**src/rtl/seq_chunk_comparator_pkg.sv**
```systemverilog
// Shared definitions for the chunked sequential comparator: FSM states, result codes, and the width helper.
package cmp_pkg;

  typedef enum logic [1:0] {
    IDLE    = 2'd0,
    COMPARE = 2'd1,
    DONE    = 2'd2
  } state_t;

  localparam logic [1:0] RES_EQ = 2'b00;
  localparam logic [1:0] RES_GT = 2'b01;
  localparam logic [1:0] RES_LT = 2'b10;

  // Width needed to hold a chunk count in the range 0..width/chunk.
  function automatic int calc_cw(input int width, input int chunk);
    return $clog2(width / chunk + 1);
  endfunction

endpackage

```
**src/rtl/seq_chunk_comparator_chunk_cmp.sv**
```systemverilog
// Combinational unsigned magnitude compare of one CHUNK-bit slice.
module chunk_cmp #(
  parameter int CHUNK = 4
) (
  input  logic [CHUNK-1:0] a,
  input  logic [CHUNK-1:0] b,
  output logic             gt,
  output logic             lt,
  output logic             eq
);

  assign gt = (a > b);
  assign lt = (a < b);
  assign eq = (a == b);

endmodule

```
**src/rtl/seq_chunk_comparator.sv**
```systemverilog
// Multi-cycle magnitude comparator: CHUNK bits per cycle, MSB chunk first, early exit on first difference.
// Optional SIGNED_CMP_EN macro adds a signed_mode input for two's-complement ordering.
module seq_chunk_comparator
  import cmp_pkg::*;
#(
  parameter  int WIDTH  = 16,
  parameter  int CHUNK  = 4,
  localparam int NCHUNK = WIDTH / CHUNK,
  localparam int CW     = calc_cw(WIDTH, CHUNK)
) (
  input  logic             clk,
  input  logic             reset,
  input  logic             start,
`ifdef SIGNED_CMP_EN
  input  logic             signed_mode,
`endif
  input  logic [WIDTH-1:0] a,
  input  logic [WIDTH-1:0] b,
  output logic             busy,
  output logic             done,
  output logic             agb,
  output logic             alb,
  output logic             aeb,
  output logic [CW-1:0]    cycles
);

  localparam int IW = (NCHUNK > 1) ? $clog2(NCHUNK) : 1;
  localparam logic [IW-1:0] TOP_IDX = IW'(NCHUNK - 1);

  state_t           state_reg, state_next;
  logic [WIDTH-1:0] a_reg, a_next, b_reg, b_next;
  logic [IW-1:0]    idx_reg, idx_next;
  logic             agb_reg, agb_next, alb_reg, alb_next, aeb_reg, aeb_next;
  logic [CW-1:0]    cycles_reg, cycles_next;
  logic             signed_reg, signed_next;

  logic [CHUNK-1:0] a_chunk [NCHUNK];
  logic [CHUNK-1:0] b_chunk [NCHUNK];
  logic [CHUNK-1:0] a_cmp, b_cmp;
  logic             gt, lt, eq;
  logic [1:0]       res;

  for (genvar gi = 0; gi < NCHUNK; gi++) begin : g_chunk
    assign a_chunk[gi] = a_reg[gi*CHUNK +: CHUNK];
    assign b_chunk[gi] = b_reg[gi*CHUNK +: CHUNK];
  end

  // Flipping the sign bit of both operands maps two's-complement order onto unsigned order.
  always_comb begin
    a_cmp = a_chunk[idx_reg];
    b_cmp = b_chunk[idx_reg];
    if (signed_reg && (idx_reg == TOP_IDX)) begin
      a_cmp[CHUNK-1] = ~a_chunk[idx_reg][CHUNK-1];
      b_cmp[CHUNK-1] = ~b_chunk[idx_reg][CHUNK-1];
    end
  end

  chunk_cmp #(.CHUNK(CHUNK)) u_chunk_cmp (
    .a  (a_cmp),
    .b  (b_cmp),
    .gt (gt),
    .lt (lt),
    .eq (eq)
  );

  always_comb begin
    res = RES_EQ;
    unique case (1'b1)
      gt:      res = RES_GT;
      lt:      res = RES_LT;
      eq:      res = RES_EQ;
      default: res = RES_EQ;
    endcase
  end

`ifdef SIGNED_CMP_EN
  wire signed_in = signed_mode;
`else
  wire signed_in = 1'b0;
`endif

  always_comb begin
    state_next  = state_reg;
    a_next      = a_reg;
    b_next      = b_reg;
    idx_next    = idx_reg;
    agb_next    = agb_reg;
    alb_next    = alb_reg;
    aeb_next    = aeb_reg;
    cycles_next = cycles_reg;
    signed_next = signed_reg;
    case (state_reg)
      IDLE, DONE: begin
        if (start) begin
          a_next      = a;
          b_next      = b;
          signed_next = signed_in;
          idx_next    = TOP_IDX;
          agb_next    = 1'b0;
          alb_next    = 1'b0;
          aeb_next    = 1'b0;
          cycles_next = '0;
          state_next  = COMPARE;
        end else begin
          state_next  = IDLE;
        end
      end
      COMPARE: begin
        cycles_next = cycles_reg + CW'(1);
        case (res)
          RES_GT: begin
            agb_next   = 1'b1;
            state_next = DONE;
          end
          RES_LT: begin
            alb_next   = 1'b1;
            state_next = DONE;
          end
          default: begin
            if (idx_reg == '0) begin
              aeb_next   = 1'b1;
              state_next = DONE;
            end else begin
              idx_next   = idx_reg - IW'(1);
            end
          end
        endcase
      end
      default: state_next = IDLE;
    endcase
  end

  always_ff @(posedge clk) begin
    if (reset) begin
      state_reg  <= IDLE;
      a_reg      <= '0;
      b_reg      <= '0;
      idx_reg    <= '0;
      agb_reg    <= 1'b0;
      alb_reg    <= 1'b0;
      aeb_reg    <= 1'b0;
      cycles_reg <= '0;
      signed_reg <= 1'b0;
    end else begin
      state_reg  <= state_next;
      a_reg      <= a_next;
      b_reg      <= b_next;
      idx_reg    <= idx_next;
      agb_reg    <= agb_next;
      alb_reg    <= alb_next;
      aeb_reg    <= aeb_next;
      cycles_reg <= cycles_next;
      signed_reg <= signed_next;
    end
  end

  assign busy   = (state_reg == COMPARE);
  assign done   = (state_reg == DONE);
  assign agb    = agb_reg;
  assign alb    = alb_reg;
  assign aeb    = aeb_reg;
  assign cycles = cycles_reg;

endmodule
```
**config.mk**
```make
export PLATFORM = sky130hd
export DESIGN_NAME = seq_chunk_comparator
export DESIGN_NICKNAME = d
export VERILOG_FILES = /design/src/rtl/seq_chunk_comparator_pkg.sv /design/src/rtl/seq_chunk_comparator_chunk_cmp.sv /design/src/rtl/seq_chunk_comparator.sv
export SDC_FILE = /design/constraint.sdc
export NUM_CORES = 1
export LEC_CHECK = 0
export ABC_AREA = 1
export CAP_MARGIN = 30
export CORE_ASPECT_RATIO = 0.5
export CORE_MARGIN = 2
export CORE_UTILIZATION = 53
export CTS_CLUSTER_DIAMETER = 120
export DETAILED_ROUTE_END_ITERATION = 7
export PLACE_DENSITY = 0.88
export SETUP_SLACK_MARGIN = 0.05
export SLEW_MARGIN = 0
export SYNTH_ARGS = -nofsm -noshare
export SYNTH_HDL_FRONTEND = slang
export SYNTH_SLANG_ARGS = --single-unit
```
**constraint.sdc**
```tcl
create_clock -name clk -period 3.5 [get_ports clk]
set_input_delay 0.7 -clock clk [delete_from_list [all_inputs] [get_ports clk]]
set_output_delay 0.7 -clock clk [all_outputs]
set_load 0.01 [all_outputs]
```
# Word level (Yosys, flattened, before mapping)
# Index checks and enable logic that the tools add are counted.
[totals] regBits=42 latch_bits=0 ramBits=0 romBits=0 output_inout_bits=8 elab_cells=61 n_memories=0
[op_classes] addsub=2 n_mul=0 div=0 order_cmp=3 n_eq_ne=11 shifts=0 muxes=25 n_bitwise=1 n_reduce_logical=11
[op_table] operator="binary-select mux 4 bit (select 2 bit)" n=2
[op_table] operator="2-to-1 mux 4 bit" n=4
[op_table] operator="case mux 2 bit (2 select lines)" n=3
[op_table] operator="2-to-1 mux 2 bit" n=5
[op_table] operator="AND reduction 4 bit" n=2
[op_table] operator="2-to-1 mux 1 bit" n=6
[op_table] operator="inequality test 2 x 1 -> 1 bit, second input constant" n=3
[op_table] operator="inequality test 2 bit, second input constant" n=3
[op_table] operator="case mux 1 bit (2 select lines)" n=3
[op_table] operator="case mux 3 bit (2 select lines)" n=1
[op_table] operator="AND reduction 3 bit" n=2
[op_table] operator="equality test 2 x 1 -> 1 bit, second input constant" n=2
[op_table] operator="equality test 2 bit, second input constant" n=2
[op_table] operator="> comparator 4 bit" n=1
[op_table] operator="logical NOT 2 bit" n=2
[op_table] operator="< comparator 4 bit" n=1
[op_table] operator="AND reduction 2 bit" n=2
[op_table] operator="OR reduction 2 bit" n=2
[op_table] operator="adder 3 x 1 -> 3 bit, second input constant" n=1
[op_table] operator="greater-or-equal comparator 3 bit, second input constant" n=1
[op_table] operator="2-to-1 mux 3 bit" n=1
[op_table] operator="inequality test 3 x 2 -> 1 bit, second input constant" n=1
[op_table] operator="inverter 2 -> 3 bit" n=1
[op_table] operator="nonzero test 2 bit" n=1
[op_table] operator="subtractor 2 x 1 -> 2 bit, second input constant" n=1

# Longest topological paths before layout
[depth] depth_word=10 ltp_mapped=16 depth_no_buf=14

# Cells and area by module
# A second synthesis with hierarchy kept.
[hier_totals] hier_cells=268 area_unflattened_um2=2087.0
[modules_own_cells] mod="seq_chunk_comparator" instances=1 cells_per_inst=248 area_each_um2=1971.9 seq_area_each_um2=840.8
[modules_own_cells] mod="chunk_cmp" instances=1 cells_per_inst=20 area_each_um2=115.1 seq_area_each_um2=0.0

# Least setup slack after synthesis
# OpenSTA, ideal clock, no wires.
[synth_timing] path_kind="register to register" start="reg idx_reg[0]" end="reg idx_reg[0]" setup_time_ps=111 arrival_time_ps=1760 t_required_ps=3389 setup_slack_ps=1629 stages_incl_launch_ff=16 path_buffers=2 path_cell_list="dfxtp_1 -> buf_2 -> inv_2 -> buf_2 -> o21ai_0 -> o22ai_1 -> ha_1 -> nand2_1 -> inv_1 -> nand2_1 -> nand2_1 -> nand3_2 -> nand2_1 -> inv_2 -> nor2_1 -> nor2_1"
[synth_via] elab_chain_cells=10 word_cells_on_any_way=21 cone_classes="add/sub (1); order compare (2); eq/ne (4); mux (10); bitwise (1); reduce/logical (3)"
[synth_rtl] item="start, declared" line_no="seq_chunk_comparator.sv:32" text="logic [IW-1:0] idx_reg, idx_next;"
[synth_rtl] item="start signal, assigned" line_no="seq_chunk_comparator.sv:148" text="idx_reg <= idx_next;"
[synth_rtl] item="inverter 2 -> 3 bit (implied by the code)"
[synth_rtl] item="binary-select mux 4 bit (select 2 bit), on equally long branches"
[synth_rtl] item="2-to-1 mux 4 bit, on equally long branches (2 in a row)"
[synth_rtl] item="< comparator 4 bit or > comparator 4 bit (tied branches)" line_no="seq_chunk_comparator_chunk_cmp.sv:13, seq_chunk_comparator_chunk_cmp.sv:12"
[synth_rtl] item="case mux 2 bit (2 select lines)" line_no="seq_chunk_comparator.sv:68" text="unique case (1'b1)"
[synth_rtl] item="equality test 2 bit or equality test 2 x 1 -> 1 bit (tied branches)" line_no="seq_chunk_comparator.sv:110" text="case (res)"
[synth_rtl] item="OR reduction 2 bit (no line)"
[synth_rtl] item="inequality test 2 bit (no line)"
[synth_rtl] item="AND reduction 4 bit (no line)"
# Parallel ways exist; a longest one is shown, timed or not. The select of a mux whose other input is x is not followed.
# A chain may end at the register's enable or synchronous reset.

# Worst setup path in the final report
[layout_timing] start="reg state_reg[0]" end="out busy"
[layout_via] elab_chain_cells=1
[layout_rtl] item="start, declared" line_no="seq_chunk_comparator.sv:30" text="state_t state_reg, state_next;"
[layout_rtl] item="start signal, assigned" line_no="seq_chunk_comparator.sv:145" text="state_reg <= state_next;"
[layout_rtl] item="equality test 2 x 1 -> 1 bit" line_no="seq_chunk_comparator.sv:157" text="assign busy = (state_reg == COMPARE);"
[layout_rtl] item="end, declared" line_no="seq_chunk_comparator.sv:19" text="output logic busy,"
# No other way between the ends.

==> results.md <==
* Total gr overflow at 0
* CTS tree: done
* Logic depth of the worst path, buffers included at 3
* Root Buffer: clkbuf_8
* Worst Tran Pin Value at 0.8480 ns
* # diodes at 0
* FF+latch area at 840.8 um2
* CP cell instances: nand2_4, inv_1, clkdlybuf4s50_1
* Worst Hold Class: reg -> reg
* Met1 WL at 2128 um
* Yosys top cell by area: dfxtp_1
* CP peak stage delay at 0.55 ns
* Cells after Synth at 261
* Initial DRC count at 154
* Gate power share at 21.2%
* Cts bufs inserted at 5
* Fin. Hold Viols at 0
* Post-CTS Hold Fix Bufs at 0
* Multi-input gate area at 904.6 um2
* Lkg Pwr at 1.006 nW
* Cell Pwr Density at 442.4 nW/um2
* Die W at 88.19 um
* Pin count of the biggest net entering global routing at 37
* Sw Pwr at 0.0002995 W
* Clk buf depth at 2
* Total of max-cap violations at 0
* Final Cycle Share at 64.88%
* DR DRC count at 0
* Slew Viols, Final at 0
* Synthesized flop and latch total at 42
* Post-route ant nets at 0
* Peak VDD IR at 0.2279 mV
* Setup TNS at 0 ns
* First-pass GRT wire length at 6955 um
* Crit path buffers/inverters at 2
* DR pass1 iterations at 4
* Setup-failing EPs final at 0
* Worst rel slew slack at 43.40%
* Ranking of synthesized cells by area: dfxtp_1 (45%), nor2_1 (16%), o21ai_0 (11%)
* Share of layout cells above drive strength 1 at 5.017%
* Met3 Wirelength at 283 um
* Commonest non-fill, non-tap cells in the layout: nor2_1 (82), dfxtp_1 (42), clkdlybuf4s50_1 (42), o21ai_0 (41), nand2_1 (31)
* I/O pin count at 43
* Syn nets at 302
* Dpl cells at 343
* Status: completed
* Crit start category: flip-flop
* Most common cell after layout, fill and taps aside: nor2_1
* Top Layer Used: met4
* Final std cells w/o fill at 350
* WS Path Type: reg -> out
* Reg2reg path depth at 13
* Post-Syn Area per Cell at 7.196 um2
* Final GP Congestion at 0.9142
* Seq/Total Area, Yosys at 44.77%
* Min Tclk post-route at 2.271 ns
* Top cell type's share of synthesized area at 44.77%
* Initial Utilization at 54.98%
* Slowest-stage cell, CP: clkdlybuf4s50_1
* Synthesis warning total at 0
* Hold Crit Start: aeb
* Vias at 1783
* Cell area after synthesis at 1878 um2
* Row count at 15
* NumNets Final at 340
* Clock network power share at 27.6%
* Internal at 0.0007549 W
* FMAX at 440.4 MHz
* Clock Latency Late Sink at 0.29 ns
* Worst path required time at 2.80 ns
* Clock Sinks at 42
* Met2 WL post-DR at 1826 um
* Core area at 3416 um2
* CTS clk-pin slew, worst paths at 0.07 ns
* Post-CTS Resized at 0
* Hold path depth at 2
* CP endpoint kind: output pin
* Die area at 4064 um2
* CP max FO at 6
* Sequential share of power at 51.2%
* Port bufs at 42
* Top delay family on crit path: buffers and inverters
* Initial antenna violation count at 0
* Post-Route WL at 4290 um
* R2r startpoint: idx_reg[0]
* WP data arrival at 1.57 ns
* Clock skew at 0.007588 ns
* Filler Cell Count at 269
* Crit path from: state_reg[0]
* H-tree levels at 2
* Die Height at 46.09 um
* DP HPWL at 3008 um
* Switching portion of total power at 28.41%
* Post-CTS Setup Inserts at 0
* RSZ-0062 raised after global routing: false
* Gr usage total at 22.56%
* Cell variety after synth at 21
* Wire per inst at 12.26 um
* Vias per inst at 5.094
* Vias in the first global route at 1510
* Layout overhead on the synthesized area at 26.92%
[worst reg2reg max path, stage by stage (launching register included)]
cell and delay, ns:
dfxtp_1 0.53, inv_2 0.22, o21ai_0 0.22, o22ai_1 0.11, ha_1 0.32, nand2_1 0.09, inv_1 0.06, nand2_1 0.05
nand2_1 0.12, nand3_2 0.12, nand2_1 0.10, inv_2 0.05, nor2_1 0.08, nor2_1 0.04
[layout make-up]
type,instances,share of cell area [%]
Sequential cell,42,35.28
Inverter,16,2.625
Clock buffer,7,3.202
Multi-Input combinational cell,190,37.95
Timing Repair Buffer,44,18.27
Tap cell,51,2.677
[synthesized netlist by cell type (all sizes together)]
| master | n |
|---|---|
| nor2 | 84 |
| o21ai | 46 |
| dfxtp | 42 |
| nand2 | 32 |
| inv | 16 |
| buf | 10 |
| a21oi | 9 |
| ha | 6 |
| a32o | 4 |
| nand3 | 4 |
| o22ai | 4 |
| clkbuf | 3 |
| or2 | 1 |
[metrics by stage]
step	setup slack (ns)	utilization [%]	power (W)	area, um2	hold slack (ns)
final	1.229	69.78	0.001054	2384	0.4522
after global routing	1.083	69.78	0.001108	2384	0.4891
after global placement	1.328	67.55	0.0007603	2307	0.4312
after floorplan	1.629	-	0.0006861	1878	0.4588
after detailed placement	1.253	67.55	0.0007687	2307	0.4467
after CTS	1.227	69.78	0.001052	2384	0.4583
[metal layers]
layer	global-route usage (%)	vias up
li1	-	919
met1	33.00	799
met2	33.53	58
met3	4.480	7
met4	7.576	0
met5	0	-
[cells by family (layout without fill, tap and decap cells)]
| group | Yosys count | in the layout | share of synthesized area, % |
|---|---|---|---|
| adder cells (fa/ha/maj) | 6 | 6 | 3.997 |
| AO/OA/AOI/OAI | 63 | 63 | 18.12 |
| flip-flops | 42 | 42 | 44.77 |
| buffers and inverters | 29 | 67 | 7.062 |
| AND/OR/NAND/NOR | 121 | 121 | 26.05 |
[path summary, 6_finish.rpt]
path / endpoint / slack (ns)
setup / recovery: busy / 1.23
hold / removal: aeb / 0.45
setup reg to reg: idx_reg[1] / 1.29
hold reg to reg: aeb / 0.45
[power groups by stage]
stage / clock (W) / sequential (W) / combinational, W
2_1_floorplan: 0 / 0.000542 / 0.000144
3_3_place_gp: 0 / 0.000548 / 0.000212
3_5_place_dp: 0 / 0.000549 / 0.000219
4_1_cts: 0.000291 / 0.000539 / 0.000221
5_1_grt: 0.000312 / 0.000544 / 0.000253
6_report: 0.000291 / 0.000540 / 0.000223
(Power assumes the default switching activity.)
